$ cat src/rtl/serial_adder_ctrl.sv
// Bit-serial add sequencer wrapped around an external full_adder cell.
// Operands are fed LSB first into the cell through fa_a/fa_b/fa_cin. The
// cell's sum and carry come back on fa_s/fa_cout. After WIDTH shift cycles
// the WIDTH-bit sum, carry-out and signed overflow are presented with a
// one-cycle done pulse.
module serial_adder_ctrl #(
    parameter int WIDTH = 4
) (
    input  logic             clk,
    input  logic             reset,
    input  logic             start,
    input  logic [WIDTH-1:0] a,
    input  logic [WIDTH-1:0] b,
    input  logic             cin,
    output logic             fa_a,
    output logic             fa_b,
    output logic             fa_cin,
    input  logic             fa_s,
    input  logic             fa_cout,
    output logic [WIDTH-1:0] sum,
    output logic             cout,
    output logic             overflow,
    output logic             busy,
    output logic             done
);

    // Counter only needs to reach WIDTH-1; keep at least one bit for WIDTH=1.
    localparam int CW = (WIDTH > 1) ? $clog2(WIDTH) : 1;

    typedef enum logic [1:0] {
        IDLE  = 2'd0,
        SHIFT = 2'd1,
        DONE  = 2'd2
    } state_t;

    state_t           state_reg;
    logic [WIDTH-1:0] a_sh_reg;
    logic [WIDTH-1:0] b_sh_reg;
    logic [WIDTH-1:0] sum_sh_reg;
    logic             carry_reg;
    logic [CW-1:0]    cnt_reg;
    logic [WIDTH-1:0] sum_reg;
    logic             cout_reg;
    logic             overflow_reg;
    logic             busy_reg;
    logic             done_reg;

    logic [WIDTH-1:0] sum_sh_next;
    logic             last_bit;

    // Sum shift register: the new sum bit enters at the MSB so that after
    // WIDTH shifts the LSB-first stream lands in natural bit order.
    generate
        if (WIDTH == 1) begin : g_sum_w1
            assign sum_sh_next = fa_s;
        end else begin : g_sum_wn
            assign sum_sh_next = {fa_s, sum_sh_reg[WIDTH-1:1]};
        end
    endgenerate

    assign last_bit = (cnt_reg == CW'(WIDTH - 1));

    // Cell inputs are driven only while shifting; busy_reg is high exactly
    // in SHIFT, so the gating keeps fa_* at 0 in IDLE and DONE.
    assign fa_a   = busy_reg & a_sh_reg[0];
    assign fa_b   = busy_reg & b_sh_reg[0];
    assign fa_cin = busy_reg & carry_reg;

    assign sum      = sum_reg;
    assign cout     = cout_reg;
    assign overflow = overflow_reg;
    assign busy     = busy_reg;
    assign done     = done_reg;

    // Sequencer FSM with all datapath and output registers.
    always_ff @(posedge clk) begin
        if (reset) begin
            state_reg    <= IDLE;
            a_sh_reg     <= '0;
            b_sh_reg     <= '0;
            sum_sh_reg   <= '0;
            carry_reg    <= 1'b0;
            cnt_reg      <= '0;
            sum_reg      <= '0;
            cout_reg     <= 1'b0;
            overflow_reg <= 1'b0;
            busy_reg     <= 1'b0;
            done_reg     <= 1'b0;
        end else begin
            case (state_reg)
                IDLE, DONE: begin
                    // DONE lasts one cycle; it accepts a new start exactly
                    // like IDLE so operations can run back to back.
                    done_reg <= 1'b0;
                    if (start) begin
                        a_sh_reg   <= a;
                        b_sh_reg   <= b;
                        carry_reg  <= cin;
                        sum_sh_reg <= '0;
                        cnt_reg    <= '0;
                        busy_reg   <= 1'b1;
                        state_reg  <= SHIFT;
                    end else begin
                        busy_reg  <= 1'b0;
                        state_reg <= IDLE;
                    end
                end

                SHIFT: begin
                    sum_sh_reg <= sum_sh_next;
                    carry_reg  <= fa_cout;
                    a_sh_reg   <= a_sh_reg >> 1;
                    b_sh_reg   <= b_sh_reg >> 1;
                    cnt_reg    <= cnt_reg + CW'(1);
                    if (last_bit) begin
                        // On the MSB cycle carry_reg still holds the carry
                        // into the MSB and fa_cout is the carry out of it,
                        // so overflow is resolved here and all results are
                        // published together with the done pulse.
                        sum_reg      <= sum_sh_next;
                        cout_reg     <= fa_cout;
                        overflow_reg <= carry_reg ^ fa_cout;
                        done_reg     <= 1'b1;
                        busy_reg     <= 1'b0;
                        state_reg    <= DONE;
                    end
                end

                default: begin
                    busy_reg  <= 1'b0;
                    done_reg  <= 1'b0;
                    state_reg <= IDLE;
                end
            endcase
        end
    end

endmodule

$ cat config.mk
export PLATFORM = sky130hd
export DESIGN_NAME = serial_adder_ctrl
export DESIGN_NICKNAME = d
export VERILOG_FILES = /design/src/rtl/serial_adder_ctrl.sv
export SDC_FILE = /design/constraint.sdc
export NUM_CORES = 1
export LEC_CHECK = 0
export BUFFER_PORTS_ARGS = -buffer_cell sky130_fd_sc_hd__buf_2
export CAP_MARGIN = 25
export CORE_MARGIN = 2
export CORE_UTILIZATION = 30
export CTS_CLUSTER_SIZE = 14
export DETAILED_ROUTE_END_ITERATION = 8
export GPL_TIMING_DRIVEN = 0
export PLACE_DENSITY = 0.57
export SETUP_SLACK_MARGIN = 0.05
export SYNTH_ARGS = -nofsm -noshare
export SYNTH_HDL_FRONTEND = slang
export SYNTH_SLANG_ARGS = --single-unit
$ cat constraint.sdc
create_clock -name clk -period 2.71 [get_ports clk]
set_input_delay 0.271 -clock clk [delete_from_list [all_inputs] [get_ports clk]]
set_output_delay 0.271 -clock clk [all_outputs]
set_load 0.03 [all_outputs]
# Word-level counts from Yosys, hierarchy flattened
# Cells that the tools add are included.
[classes] n_eq_ne=5 n_reduce_logical=6 n_bitwise=5 mux=16 addsub=1
[op_table] operator="$pmux W4 S2" n=3
[op_table] operator="$mux W4" n=3
[op_table] operator="$pmux W2 S2" n=2
[op_table] operator="$eq A2 B2 Y1 const B" n=2
[op_table] operator="$mux W1" n=4
[op_table] operator="$mux W2" n=2
[op_table] operator="$ne A2 B2 Y1 const B" n=2
[op_table] operator="$pmux W1 S2" n=2
[op_table] operator="$reduce_and A2 Y1" n=2
[op_table] operator="$reduce_or A2 Y1" n=2
[op_table] operator="$and A1 B1 Y1" n=3
[op_table] operator="$add A2 B1 Y2 const B" n=1
[op_table] operator="$eq A2 B1 Y1 const B" n=1
[op_table] operator="$logic_not A2 Y1" n=1
[op_table] operator="$reduce_bool A2 Y1" n=1
[op_table] operator="$not A1 Y1" n=1
[op_table] operator="$xor A1 B1 Y1" n=1
[word_totals] ff_bits=25 input_bits=14 out_inout_bits=11 word_cells=44

# Logic depth before layout (Yosys ltp)
[depth] ltp_word=4 depth_mapped=5 mapped_depth_nobuf=4

# Worst setup path after synthesis
# Ideal clock, no wire load.
[synth_path] path_type="register to output" startpoint="reg busy_reg (netlist: busy)" endpoint="out fa_a" path_slack_ps=1572 t_required_ps=2439 t_arrival_ps=867 path_stages_with_launch=2 n_path_buf=0 path_cell_list="dfxtp_1 and2_1"
[synth_between] elab_chain_cells=1
[synth_lines] item="from (decl)" line="45" source="logic busy_reg;"
[synth_lines] item="from (signal assigned)" line="87" source="busy_reg <= 1'b0;"
[synth_lines] item="from (signal assigned)" line="101" source="busy_reg <= 1'b1;"
[synth_lines] item="from (signal assigned)" line="104" source="busy_reg <= 1'b0;"
[synth_lines] item="$and A1 B1 Y1" line="65" source="assign fa_a = busy_reg & a_sh_reg[0];"
[synth_lines] item="to (decl)" line="15" source="output logic fa_a,"
# Every way passes these cells.

# Worst setup path after layout
# Ends and elaborated chain as after synthesis.

==> impl_metrics.csv <==
group,metric,value,unit
run_status,status,"finished, final reports clean",
timing,skew,6.077,ps
synth,synth_flop_cell,"dfxtp_1",
synth,yosysMostFrequentCell,"dfxtp_1",
synth,synth.top_cells.by_area,"dfxtp_1 (47%), nor3_1 (6.9%), a21oi_1 (6.4%)",
timing,setup_viol_count_final,0,
clock_network,clkSinkCount,24,
timing,setup_tns,0,ps
clock_network,clockBufferDepth,2,
power_and_ir_drop,power_leakage,0.4824,nW
placement,port_buffers,24,
worst_setup_path,end_kind,"output pin",
floorplan,die_area,3877,sq um
route,ant_nets,0,
global_route,grt_pass1_vias,798,
route,drtPass1Iterations,4,
route,route.detailed.drc,0,
finish,n_antenna_cell,0,
timing,post-route-period-util,0.4830,
synth,synth.ff_latch_count,24,
clock_network,cts_setup_buffers,0,
route,drt-vias-per-instance,4.701,
worst_setup_path,worstSetupPathType,"reg -> out",
finish,stdcell_count,184,
synth,async_flop_share,0,
clock_network,cts.clk_slew.worst_paths,120,ps
global_route,track_usage,0.1165,
route,vias,865,
clock_network,cts_root_buffer,"clkbuf_4",
floorplan,die_h,62.27,microns
clock_network,cts_max_level,1,
synth,syn_area_per_cell,9.175,sq um
worst_setup_path,critPathLaunchType,"register",
floorplan,rows,21,
clock_network,clk_latency,300,ps
global_route,grt_max_degree,13,
worst_setup_path,required,2440,ps
finish,synthToLayoutAreaGrowth,19.66,%
timing,rsz0062_at_grt,"no",
min_path,holdCritPathClass,"in -> reg",
power_and_ir_drop,power_density,523.8,nW/um^2
placement,globalplace.congestion,0.6962,
synth,ys_seq_area_frac,0.4717,
synth,ys_warn_count,0,
worst_setup_path,path_max_fanout,5,
floorplan,fp.dieW,62.27,microns
route,wl_per_cell,11.26,microns
route,met2_length,1072,microns
global_route,antenna_found_initial,0,
synth,synth_nets,126,
route,drt_iter0_markers,22,
worst_setup_path,cp_data_arrival_time,1040,ps
synth,yosysTopAreaCell,"dfxtp_1",
placement,place_inst,181,
finish,fin_nets,155,
timing,clock.fmax,764.0,MHz
clock_network,cts.repair.resized,0,
route,highest_layer,"met3",
timing,slew_headroom,0.6826,
floorplan,io_pins,25,
finish,n_fill_cell,359,
floorplan,core,3311,sq um
clock_network,cts_buffers,3,
global_route,gr-total-overflow,0,
placement,hpwl,1492,microns
synth,ys_top_cells_by_count,"dfxtp_1 (24), nor3_1 (14), a21oi_1 (13)",
timing,fin_crit,1309,ps
floorplan,initial_core_util,0.3076,
power_and_ir_drop,power.ir.vdd_worst,0.1211,mV
synth,netlist_area,1018,sq um
timing,tightestPinTransition,476.0,ps
clock_network,hold_buffers,0,
synth,synth_cell_type_count,25,
power_and_ir_drop,total_power,638.4,uW
route,wl,2072,microns
run,drv_cap,0,
route,wl_met1,913,microns
finish,drive_gt1_frac,0.3043,
global_route,grt_first_pass_wirelength,3594,microns
synth,synth_top_area_frac,0.4717,
synth,synth_cells,111,
timing,hold_viol_final,0,
timing,drv_slew,0,
route,wl_met3,85,microns
clock_network,cts_tree,"yes",
synth,synth-edff-count,0,
## worst max-delay path: stages, from the launching register on
cell     delay, ps
dfxtp_1        410
and2_1         140
buf_2          190
## cell type report
type / count / area [sq um] / area share
sequential: 24 / 480.5 / 0.3943
multi-input combinational: 77 / 441.7 / 0.3624
clock buffer: 3 / 22.52 / 0.01848
timing repair buffer: 24 / 120.1 / 0.09856
tap: 46 / 57.56 / 0.04723
buffer: 10 / 96.34 / 0.07906
## per-layer routing
layer / global-route usage / up-vias
met3: 0.02717 / 0
met4: 0.05833 / 0
met5: 0 / -
met2: 0.1984 / 15
li1: - / 444
met1: 0.1375 / 406
## placed cells by master, fill, tap and decap left out, types with 2 or more instances in the layout
master and instances:
buf_2 25, dfxtp_1 24, nor3_1 14, a21oi_1 13
nand2_1 12, nand3_1 10, o22ai_1 6, buf_6 5
and2_1 3, nand2b_1 3, nand3_2 3, clkbuf_4 3
clkbuf_1 2, nand3b_1 2, nor2_1 2
## metrics by stage
stage,setup WS (ps),instance area (sq um),hold slack [ps],utilization
after CTS,1381,1219,180.8,0.3681
final,1401,1219,192.3,0.3681
after global routing,1307,1219,171.1,0.3681
after detailed placement,1577,1196,446.5,0.3613
after floorplan,1572,1018,347.1,-
after global placement,1595,1196,442.6,0.3613
## where the power goes
| part | switching [mW] | internal [mW] |
|---|---|---|
| Sequential | 0.0111 | 0.371 |
| Clock | 0.0971 | 0.0518 |
| Combinational | 0.0580 | 0.0497 |
## worst paths after layout
check	startpoint	endpoint	slack, ps	depth (start not counted)
max	busy	fa_a	1400	2
min	b[3]	b_sh_reg[3]	190	3
max reg2reg	state_reg[0]	a_sh_reg[1]	1560	4
min reg2reg	cout	cout	460	2
## logic make-up after synthesis
kind of cell,count (synthesis),synth area share
compound gates,22,0.1290
xor+xnor,1,0.008601
fa+ha+maj,1,0.01228
buf+inv,10,0.09459
flops,24,0.4717
simple gates,53,0.2838
(Power assumes the default switching activity.)
